## config.mk

```make
export PLATFORM = sky130hd
export DESIGN_NAME = tdm_demux_1_4_flat
export DESIGN_NICKNAME = d
export VERILOG_FILES = /design/src/rtl/tdm_pkg.sv /design/src/rtl/tdm_demux_1_4_if.sv /design/src/rtl/tdm_chan_shreg.sv /design/src/rtl/tdm_demux_1_4.sv /design/src/flat_wrapper.sv
export SDC_FILE = /design/constraint.sdc
export NUM_CORES = 1
export LEC_CHECK = 0
export BUFFER_PORTS_ARGS = -buffer_cell sky130_fd_sc_hd__buf_2
export CELL_PAD_IN_SITES_DETAIL_PLACEMENT = 0
export CELL_PAD_IN_SITES_GLOBAL_PLACEMENT = 1
export CORE_MARGIN = 3
export CORE_UTILIZATION = 35
export DETAILED_ROUTE_END_ITERATION = 8
export MAX_ROUTING_LAYER = met4
export PLACE_DENSITY = 0.61
export RECOVER_POWER = 100
export SKIP_LAST_GASP = 1
export SLEW_MARGIN = 20
export SYNTH_ARGS = -nofsm -noshare
export SYNTH_HDL_FRONTEND = slang
export SYNTH_SLANG_ARGS = --single-unit
```

## constraint.sdc

```tcl
create_clock -name clk -period 4.69 [get_ports clk]
set_clock_uncertainty 0.15 [all_clocks]
set_input_delay 0.2345 -clock clk [delete_from_list [all_inputs] [get_ports clk]]
set_output_delay 0.2345 -clock clk [all_outputs]
set_load 0.02 [all_outputs]
```

## src/rtl/tdm_pkg.sv

```systemverilog
// Shared types and slot constants for the 4-channel TDM receive path.
package tdm_pkg;

    typedef enum logic {
        HUNT   = 1'b0,
        LOCKED = 1'b1
    } state_t;

    typedef logic [1:0] slot_t;

    localparam int    NUM_CH = 4;
    localparam slot_t SLOT_A = 2'd0;
    localparam slot_t SLOT_B = 2'd1;
    localparam slot_t SLOT_C = 2'd2;
    localparam slot_t SLOT_D = 2'd3;

endpackage

```

## src/rtl/tdm_demux_1_4_if.sv

```systemverilog
// Serial link inputs and parallel word outputs of the TDM demultiplexer.
interface tdm_demux_1_4_if #(
    parameter int WORD_W = 4
);
    import tdm_pkg::*;

    logic              din;
    logic              frame_sync;
    logic              en;
    logic [WORD_W-1:0] a;
    logic [WORD_W-1:0] b;
    logic [WORD_W-1:0] c;
    logic [WORD_W-1:0] d;
    logic              out_valid;
    slot_t             slot;
    logic              locked;
    logic              sync_err;

    modport master (
        output din, frame_sync, en,
        input  a, b, c, d, out_valid, slot, locked, sync_err
    );

    modport slave (
        input  din, frame_sync, en,
        output a, b, c, d, out_valid, slot, locked, sync_err
    );

endinterface

```

## src/rtl/tdm_chan_shreg.sv

```systemverilog
// Per-channel collector: shifts slot bits in at the LSB; clear with shift
// restarts the word with the incoming bit.
module tdm_chan_shreg #(
    parameter int WORD_W = 4
) (
    input  logic              clk,
    input  logic              rst,
    input  logic              clear,
    input  logic              shift_en,
    input  logic              bit_in,
    output logic [WORD_W-1:0] q
);

    logic [WORD_W-1:0] q_reg;

    always_ff @(posedge clk) begin
        if (rst) begin
            q_reg <= '0;
        end else if (shift_en) begin
            q_reg <= clear ? {{(WORD_W-1){1'b0}}, bit_in} : {q_reg[WORD_W-2:0], bit_in};
        end else if (clear) begin
            q_reg <= '0;
        end
    end

    assign q = q_reg;

endmodule

```

## src/rtl/tdm_demux_1_4.sv

```systemverilog
// 1:4 TDM demultiplexer: frame alignment FSM, slot/frame counters and the
// registered word outputs; bit collection lives in tdm_chan_shreg.
module tdm_demux_1_4
    import tdm_pkg::*;
#(
    parameter int WORD_W = 4
) (
    input logic            clk,
    input logic            rst,
    tdm_demux_1_4_if.slave bus
);

    localparam int CNT_W = $clog2(WORD_W);

    state_t            state_reg;
    slot_t             slot_reg;
    logic [CNT_W-1:0]  bit_cnt_reg;
    logic              locked_reg;
    logic              out_valid_reg;
    logic              sync_err_reg;
    logic [WORD_W-1:0] word_reg [NUM_CH];

    logic [WORD_W-1:0] shreg_q [NUM_CH];
    logic [WORD_W-1:0] word_in [NUM_CH];
    logic [NUM_CH-1:0] shift_en;

    logic acquire, resync, lose, restart, advance, word_done;

    // frame_sync while locked at slot 0 is the normal case and simply advances
    assign acquire   = bus.en && (state_reg == HUNT) && bus.frame_sync;
    assign resync    = bus.en && (state_reg == LOCKED) && bus.frame_sync && (slot_reg != SLOT_A);
    assign lose      = bus.en && (state_reg == LOCKED) && !bus.frame_sync && (slot_reg == SLOT_A);
    assign restart   = acquire || resync;
    assign advance   = bus.en && (state_reg == LOCKED) && !resync && !lose;
    assign word_done = advance && (slot_reg == SLOT_D) && (bit_cnt_reg == CNT_W'(WORD_W - 1));

    for (genvar gi = 0; gi < NUM_CH; gi++) begin : g_chan
        assign shift_en[gi] = restart ? (gi == 0) : (advance && (slot_reg == slot_t'(gi)));

        tdm_chan_shreg #(.WORD_W(WORD_W)) u_shreg (
            .clk      (clk),
            .rst      (rst),
            .clear    (restart),
            .shift_en (shift_en[gi]),
            .bit_in   (bus.din),
            .q        (shreg_q[gi])
        );

        // channel d's final bit arrives in the same cycle the word is captured
        if (gi == NUM_CH - 1) begin : g_last
            assign word_in[gi] = {shreg_q[gi][WORD_W-2:0], bus.din};
        end else begin : g_early
            assign word_in[gi] = shreg_q[gi];
        end
    end

    always_ff @(posedge clk) begin
        if (rst) begin
            state_reg     <= HUNT;
            slot_reg      <= SLOT_A;
            bit_cnt_reg   <= '0;
            locked_reg    <= 1'b0;
            out_valid_reg <= 1'b0;
            sync_err_reg  <= 1'b0;
            for (int i = 0; i < NUM_CH; i++) word_reg[i] <= '0;
        end else begin
            out_valid_reg <= word_done;
            sync_err_reg  <= resync || lose;
            if (restart) begin
                state_reg   <= LOCKED;
                locked_reg  <= 1'b1;
                slot_reg    <= SLOT_B;
                bit_cnt_reg <= '0;
            end else if (lose) begin
                state_reg   <= HUNT;
                locked_reg  <= 1'b0;
                bit_cnt_reg <= '0;
            end else if (advance) begin
                slot_reg <= slot_reg + 2'd1;
                if (slot_reg == SLOT_D) begin
                    bit_cnt_reg <= word_done ? '0 : bit_cnt_reg + 1'b1;
                end
            end
            if (word_done) begin
                for (int i = 0; i < NUM_CH; i++) word_reg[i] <= word_in[i];
            end
        end
    end

    assign bus.a         = word_reg[SLOT_A];
    assign bus.b         = word_reg[SLOT_B];
    assign bus.c         = word_reg[SLOT_C];
    assign bus.d         = word_reg[SLOT_D];
    assign bus.out_valid = out_valid_reg;
    assign bus.sync_err  = sync_err_reg;
    assign bus.slot      = slot_reg;
    assign bus.locked    = locked_reg;

endmodule

```

## src/flat_wrapper.sv

```systemverilog
// flat-port wrapper written by rule: the top's interface ports become plain ports
module tdm_demux_1_4_flat import tdm_pkg::*;
#(
    parameter int WORD_W = 4
)
  (clk, rst, bus_din, bus_frame_sync, bus_en, bus_a, bus_b, bus_c, bus_d, bus_out_valid, bus_slot, bus_locked, bus_sync_err);
  tdm_demux_1_4_if #(.WORD_W(WORD_W)) bus_i ();
  input logic clk;
  input logic rst;
  input wire logic [$bits(bus_i.din)-1:0] bus_din;
  input wire logic [$bits(bus_i.frame_sync)-1:0] bus_frame_sync;
  input wire logic [$bits(bus_i.en)-1:0] bus_en;
  output wire logic [$bits(bus_i.a)-1:0] bus_a;
  output wire logic [$bits(bus_i.b)-1:0] bus_b;
  output wire logic [$bits(bus_i.c)-1:0] bus_c;
  output wire logic [$bits(bus_i.d)-1:0] bus_d;
  output wire logic [$bits(bus_i.out_valid)-1:0] bus_out_valid;
  output wire logic [$bits(bus_i.slot)-1:0] bus_slot;
  output wire logic [$bits(bus_i.locked)-1:0] bus_locked;
  output wire logic [$bits(bus_i.sync_err)-1:0] bus_sync_err;
  assign bus_i.din = bus_din;
  assign bus_i.frame_sync = bus_frame_sync;
  assign bus_i.en = bus_en;
  assign bus_a = bus_i.a;
  assign bus_b = bus_i.b;
  assign bus_c = bus_i.c;
  assign bus_d = bus_i.d;
  assign bus_out_valid = bus_i.out_valid;
  assign bus_slot = bus_i.slot;
  assign bus_locked = bus_i.locked;
  assign bus_sync_err = bus_i.sync_err;
  tdm_demux_1_4 #(.WORD_W(WORD_W)) u_core (.clk(clk), .rst(rst), .bus(bus_i));
endmodule
```

==> metrics.md, run 1 <==
| Metric | Value |
|---|---|
| Max-Cap Viols | 1 |
| Hold Buf Count CTS | 0 |
| Placed Instances | 216 |
| Failing checks | max-capacitance violations, max-slew violations |
| CTS sink count | 38 |
| H-tree depth | 2 |
| Setup tns final | 0 ns |
| Drt total wl | 3410 µm |
| Gate Count Post-Synth | 147 |
| Final Hold Viols | 0 |
| Ant diodes | 0 |
| Post-synth top area cell | edfxtp_1 |
| Initial antenna violation count | 0 |
| CTS clock-pin slew for the worst setup and hold paths | 0.07 ns |
| #FFs+latches synth | 38 |
| PortBufs | 25 |
| R2R depth | 5 |
| Peak VDD IR | 0.125 mV |
| Hold Crit Class | in2reg |
| Syn nets | 157 |
| Worst reg2reg path startpoint | u_core.bus.slot[0] |
| Syn avg cell area | 11.5 µm² |
| Max Slew Vio Count | 18 |
| Root buffer cell | clkbuf_8 |
| Crit path capture type | flop |
| Initial core utilization | 37.6% |
| Die Area | 5700 µm² |
| Synth Cell Area | 1690 µm² |
| Filler Cell Count | 460 |
| FF-to-FF End | u_core.word_reg[2][1] |
| Number of global-route vias before repair | 1198 |
| Clock buffer depth | 2 |
| Critical path endpoint | u_core.word_reg[2][1] |
| Worst Max-Slew Pin Slew | 1.80 ns |
| Setup violators final | 0 |
| Fmax | 311 MHz |
| Most frequent cells in the layout | clkbuf_1, dfxtp_1, and2_0 |
| Yosys warnings | 0 |
| Max reg flops | 16 |
| RSZ-0062 raised after global routing | no |
| Row cnt | 24 |
| GP Congestion | 0.754 |
| PwrDens | 362 nW/µm² |
| DR WL/cell | 15.2 µm |
| Crit-path cells | inv_1 > ha_1 > xor2_1 > nor4_1 > and2_0 |
| Total power | 0.678 mW |
| Cell variety after synth | 39 |
| Total number of vias | 1162 |
| Tot GR Track Use | 13.5% |
| Max FO, Critical Path | 17 |
| Hold WS | 0.0958 ns |
| Post-DRT Antenna Nets | 0 |
| Status | finished, violations left |
| Worst Path Arrival | 3.20 ns |
| Max stage delay on crit path | 1.53 ns |
| Post-CTS sizing | 0 |
| Crit share post-route | 68.5% |
| Area Growth Syn to Fin | 10.8% |
| Non-filler cells, final | 224 |
| Io pins | 26 |
| CP startpoint | u_core.bus.slot[0] |
| First-pass GRT wire length | 5600 µm |
| Seq/Total Area, Yosys | 54.4% |
| Yosys top cell area share | 28.4% |
| Core box area | 4500 µm² |
| Stages on worst setup path | 5 |
| R2R Setup Slk | 1.48 ns |
| Leading cell type in the layout, fill and taps excluded | clkbuf_1 |
| Post-synth ARST share | 0% |
| Clk_lat worst skew | 0.28 ns |
| WP data required | 4.68 ns |
| Final HPWL DP | 2310 µm |
| Critical path class | reg2reg |
| Critical path buffers and inverters | 1 |
| Worst slew margin | -21.0% |
| Top delay family on crit path | simple AND/OR/NAND/NOR gates |
| EDFF count, synth | 16 |
| GRT overflow | 0 |
| Die Y | 75.5 µm |
| Top post-synthesis cells by area | edfxtp_1, dfxtp_1, and2_1 |
| Nets | 181 |
| Leakage dissipation | 0.621 nW |
| First-pass iteration count of the detailed router | 4 |
| TritonCTS Buffers | 5 |
| Remaining DRCs | 0 |
| Via density | 5.19 |
| Ys flop type | dfxtp_1 |
| CP Launch Type | flop |
| Min Clock Period, post-route | 3.21 ns |
| Die W | 75.5 µm |
| Critical Path Slowest Stage Cell | nor4_1 |
| CTS tree | done |
| Postcts setup bufs | 0 |
| Initial DRC Count | 50 |
| Largest net degree at the start of global routing | 25 |
| Fraction of layout cells with a size suffix above 1 | 8.72% |
==> routing by layer <==
layer	share of wire (%)	track usage (%)
met1	47	16.3
met2	47	21.0
met3	4.7	4.35
met4	1.5	5.05
met5	0	-
==> how the worst min path moves through the flow <==
| stage | from | endpoint | slack (ns) | cells after the start |
|---|---|---|---|---|
| finish | bus_din | u_core.g_chan[3].u_shreg.q[0] | 0.1 | 3 |
| CTS | bus_din | u_core.g_chan[3].u_shreg.q[0] | 0.09 | 3 |
| global route | bus_din | u_core.g_chan[3].u_shreg.q[0] | 0.1 | 3 |
| floorplan | bus_din | u_core.g_chan[3].u_shreg.q[0] | 0.23 | 2 |
| global placement | u_core.g_chan[0].u_shreg.q[1] | u_core.g_chan[0].u_shreg.q[1] | 0.31 | 2 |
| detailed placement | u_core.g_chan[0].u_shreg.q[1] | u_core.g_chan[0].u_shreg.q[1] | 0.32 | 2 |
==> logic make-up after synthesis <==
| kind of cell | share of synthesized area [%] |
|---|---|
| AOI/OAI and AO/OA | 11.6 |
| xor gates and xnor gates | 2.00 |
| adders and majority gates | 3.70 |
| buffers and inverters | 4.22 |
| DFF | 54.4 |
| muxes | 2.96 |
| and+or+nand+nor | 21.1 |
==> power breakdown <==
part,switching [mW],total [mW],internal (mW)
clock network,0.109,0.269,0.159
logic,0.0416,0.0527,0.0111
registers,0.00402,0.356,0.352
==> tightest hold or removal path, delay by kind of cell <==
family                 cells  cell delay [ns]
buffers and inverters      1             0.13
and+or+nand+nor            1             0.06
AOI/OAI and AO/OA          1             0.05
==> metrics by stage <==
| step | instance area, µm² | worst slack, ns | util, % |
|---|---|---|---|
| after floorplan | 1690 | 2.27 | - |
| after global placement | 1830 | 2.13 | 40.6 |
| after detailed placement | 1830 | 2.02 | 40.6 |
| after CTS | 1940 | 1.99 | 43.0 |
| after global routing | 1870 | 1.01 | 41.6 |
| final | 1870 | 1.48 | 41.6 |
==> Yosys cell counts (2+ instances only) <==
| master | number |
|---|---|
| clkbuf_1 | 2 |
| o31ai_1 | 4 |
| and2_1 | 17 |
| or4_1 | 4 |
| edfxtp_1 | 16 |
| mux2i_1 | 5 |
| o21ai_0 | 6 |
| buf_6 | 2 |
| o221ai_1 | 3 |
| nand2_1 | 6 |
| buf_2 | 3 |
| nor2b_1 | 3 |
| a21oi_1 | 7 |
| nor3_2 | 2 |
| nand4_1 | 3 |
| nand2b_1 | 5 |
| inv_1 | 5 |
| nand3_1 | 6 |
| nor3_1 | 3 |
| ha_1 | 5 |
| dfxtp_1 | 22 |
==> area by class of cell <==
type	count	area [µm²]	share of cell area, %
clock buffer	7	76.3	4.07
timing repair buffer	25	97.6	5.21
tap	52	65.1	3.47
multi-input combinational	96	666	35.5
sequential	38	921	49.1
inverter	5	18.8	1.00
clock inverter	1	30.0	1.60
Note: power is estimated with default switching activity, not from simulation.
==> run 2, diff against run 1 <==
clock period = 3.1 ns   (was 4.69 ns; I/O delays follow)
==> metrics.md, run 2 (synthesized netlist as in run 1, its figures left out) <==
| Metric | Value |
|---|---|
| Status | finished clean |
| DR WL/cell | 15.2 µm (+0.14%) |
| Net Sw Frac | 25.4% (+2.6 points) |
| Die W | 75.5 µm (unchanged) |
| CP Launch Type | flop |
| Via density | 5.22 (+0.58%) |
| First-pass GRT wire length | 5760 µm (+2.8%) |
| Post-DRT Antenna Nets | 0 (unchanged) |
| Worst slew margin | 27.5% (+48 points) |
| Ant diodes | 0 (unchanged) |
| Row cnt | 24 (unchanged) |
| Initial core utilization | 37.6% (unchanged) |
| First-pass iteration count of the detailed router | 4 (unchanged) |
| Filler Cell Count | 471 (+2.4%) |
| Remaining DRCs | 0 (unchanged) |
| Final Hold Viols | 0 (unchanged) |
| Max-Cap Viols | 0 (-1) |
| Area Growth Syn to Fin | 11.2% |
| Setup violators final | 0 (unchanged) |
| Critical path class | reg2reg |
| Pint | 0.729 mW (+40%) |
| Final HPWL DP | 2330 µm (+0.94%) |
| Hold Crit Class | in2reg |
| Crit-path cells | inv_1 > ha_1 > xor2_1 > nor4_4 > and2_0 |
| Critical Path Slowest Stage Cell | xor2_1 |
| Initial DRC Count | 38 (-24%) |
| Max reg flops | 16 (unchanged) |
| Die Area | 5700 µm² (unchanged) |
| Total number of vias | 1174 (+1.0%) |
| CTS clock-pin slew for the worst setup and hold paths | 0.08 ns (about the same) |
| Hold depth | 3 (unchanged) |
| Most frequent cells in the layout | clkbuf_1, dfxtp_1, edfxtp_1 |
| GP Congestion | 0.763 (+1.2%) |
| Min Clock Period, post-route | 2.53 ns (-0.682 ns) |
| Root buffer cell | clkbuf_8 |
| H-tree depth | 2 (unchanged) |
| Number of global-route vias before repair | 1177 (-1.8%) |
| Fmax | 395 MHz (+27%) |
| Io pins | 26 (unchanged) |
| Core box area | 4500 µm² (unchanged) |
| TritonCTS Buffers | 5 (unchanged) |
| Leakage dissipation | 0.628 nW (+1.1%) |
| Nets | 182 (+0.55%) |
| Multi-input gate area | 681 µm² (+2.3%) |
| Register Area | 921 µm² (unchanged) |
| Hold path start | bus_din |
| Top delay family on crit path | XOR/XNOR gates |
| Postcts setup bufs | 0 (unchanged) |
| CTS tree | done |
| Initial antenna violation count | 0 (unchanged) |
| R2R depth | 5 (unchanged) |
| Psw | 0.249 mW (+60%) |
| Worst Hold Endpoint | u_core.g_chan[3].u_shreg.q[0] |
| Fraction of layout cells with a size suffix above 1 | 10.4% (+1.7 points) |
| Max FO, Critical Path | 17 (unchanged) |
| Clock buffer depth | 2 (unchanged) |
| Max Slew Vio Count | 0 (-18) |
| Sequential Power Share | 55.0% (+2.4 points) |
| Clk_lat worst skew | 0.29 ns (about the same) |
| Max stage delay on crit path | 0.88 ns (-0.65 ns) |
| FF-to-FF End | u_core.word_reg[2][0] |
| Worst Path Arrival | 2.43 ns (-0.77 ns) |
| Post-CTS sizing | 0 (unchanged) |
| Worst Max-Slew Pin Slew | 1.08 ns (-0.714 ns) |
| Placed cell areas | 1840 µm² (+0.41%) |
| WP data required | 2.99 ns (-1.69 ns) |
| R2R Setup Slk | 0.57 ns (-0.91 ns) |
| Leading cell type in the layout, fill and taps excluded | clkbuf_1 |
| PwrDens | 520 nW/µm² (+44%) |
| Die Y | 75.5 µm (unchanged) |
| Part of the power in the clock network | 36.5% (-3.1 points) |
| Critical path buffers and inverters | 1 (unchanged) |
| CTS sink count | 38 (unchanged) |
| Worst reg2reg path startpoint | u_core.bus.slot[0] |
| Largest net degree at the start of global routing | 25 (unchanged) |
| Crit share post-route | 81.6% (+13 points) |
| Drt total wl | 3430 µm (+0.59%) |
| Design area | 1880 µm² (+0.40%) |
| Hold Buf Count CTS | 0 (unchanged) |
| GRT overflow | 0 (unchanged) |
| Combinational power share | 8.5% (+0.7 points) |
| Tot GR Track Use | 13.9% (+0.38 points) |
| Setup tns final | 0 ns (unchanged) |
| RSZ-0062 raised after global routing | no |
| Peak VDD IR | 0.187 mV (+50%) |
| PortBufs | 25 (unchanged) |
| Crit path capture type | flop |
-- run 2: routing by layer --
layer	vias up	track usage (%)	share of wire, %	wire (µm)
li1	586	-	-	-
met1	557	18.2	47	1600
met3	4	2.77	3.7	127
met2	27	20.7	49	1670
met4	0	6.02	0.91	31
met5	-	-	0	0
-- run 2: how the worst max path moves through the flow --
| stage | startpoint | cells past startpoint | to | slack (ns) |
|---|---|---|---|---|
| after floorplan | u_core.bus.slot[0] | 4 | u_core.word_reg[0][0] | 0.68 |
| after global placement | u_core.bus.slot[0] | 5 | u_core.word_reg[3][1] | 0.90 |
| after detailed placement | u_core.bus.slot[0] | 5 | u_core.word_reg[2][2] | 0.79 |
| after CTS | u_core.bus.slot[0] | 5 | u_core.word_reg[2][2] | 0.77 |
| after global routing | u_core.bus.slot[0] | 5 | u_core.word_reg[2][0] | 0.40 |
| final | u_core.bus.slot[0] | 5 | u_core.word_reg[2][0] | 0.57 |
-- run 2: power by group through the flow --
| stage | clock (mW) | combinational (mW) | sequential, mW |
|---|---|---|---|
| CTS | 0.368 | 0.0917 | 0.538 |
| finish | 0.357 | 0.0829 | 0.538 |
| global placement | 0 | 0.0902 | 0.550 |
| floorplan | 0 | 0.0471 | 0.567 |
| global route | 0.390 | 0.0911 | 0.540 |
| detailed placement | 0 | 0.0913 | 0.550 |
-- run 2: cell type report --
type | count | area share (%)
clock buffer | 6 | 4.39
clock inverter | 2 | 0.665
inverter | 5 | 0.997
multi-input combinational | 96 | 36.2
sequential | 38 | 48.9
tap | 52 | 3.46
timing repair buffer | 26 | 5.39
-- run 2: per-stage QoR --
step	utilization, %	setup slack, ns	hold WS, ns	power [mW]	cells
final	41.8	0.569	0.0206	0.978	225
after global routing	41.8	0.397	0.0165	1.02	225
after CTS	42.9	0.769	0.00402	0.998	225
after detailed placement	40.8	0.790	0.309	0.641	217
after global placement	40.8	0.897	0.310	0.640	217
after floorplan	-	0.676	0.153	0.614	147
-- run 2: worst reg2reg max path, cell delays in order, from the launching register on --
cell	delay, ns
dfxtp_1	0.40
inv_1	0.11
ha_1	0.28
xor2_1	0.88
nor4_4	0.23
and2_0	0.24
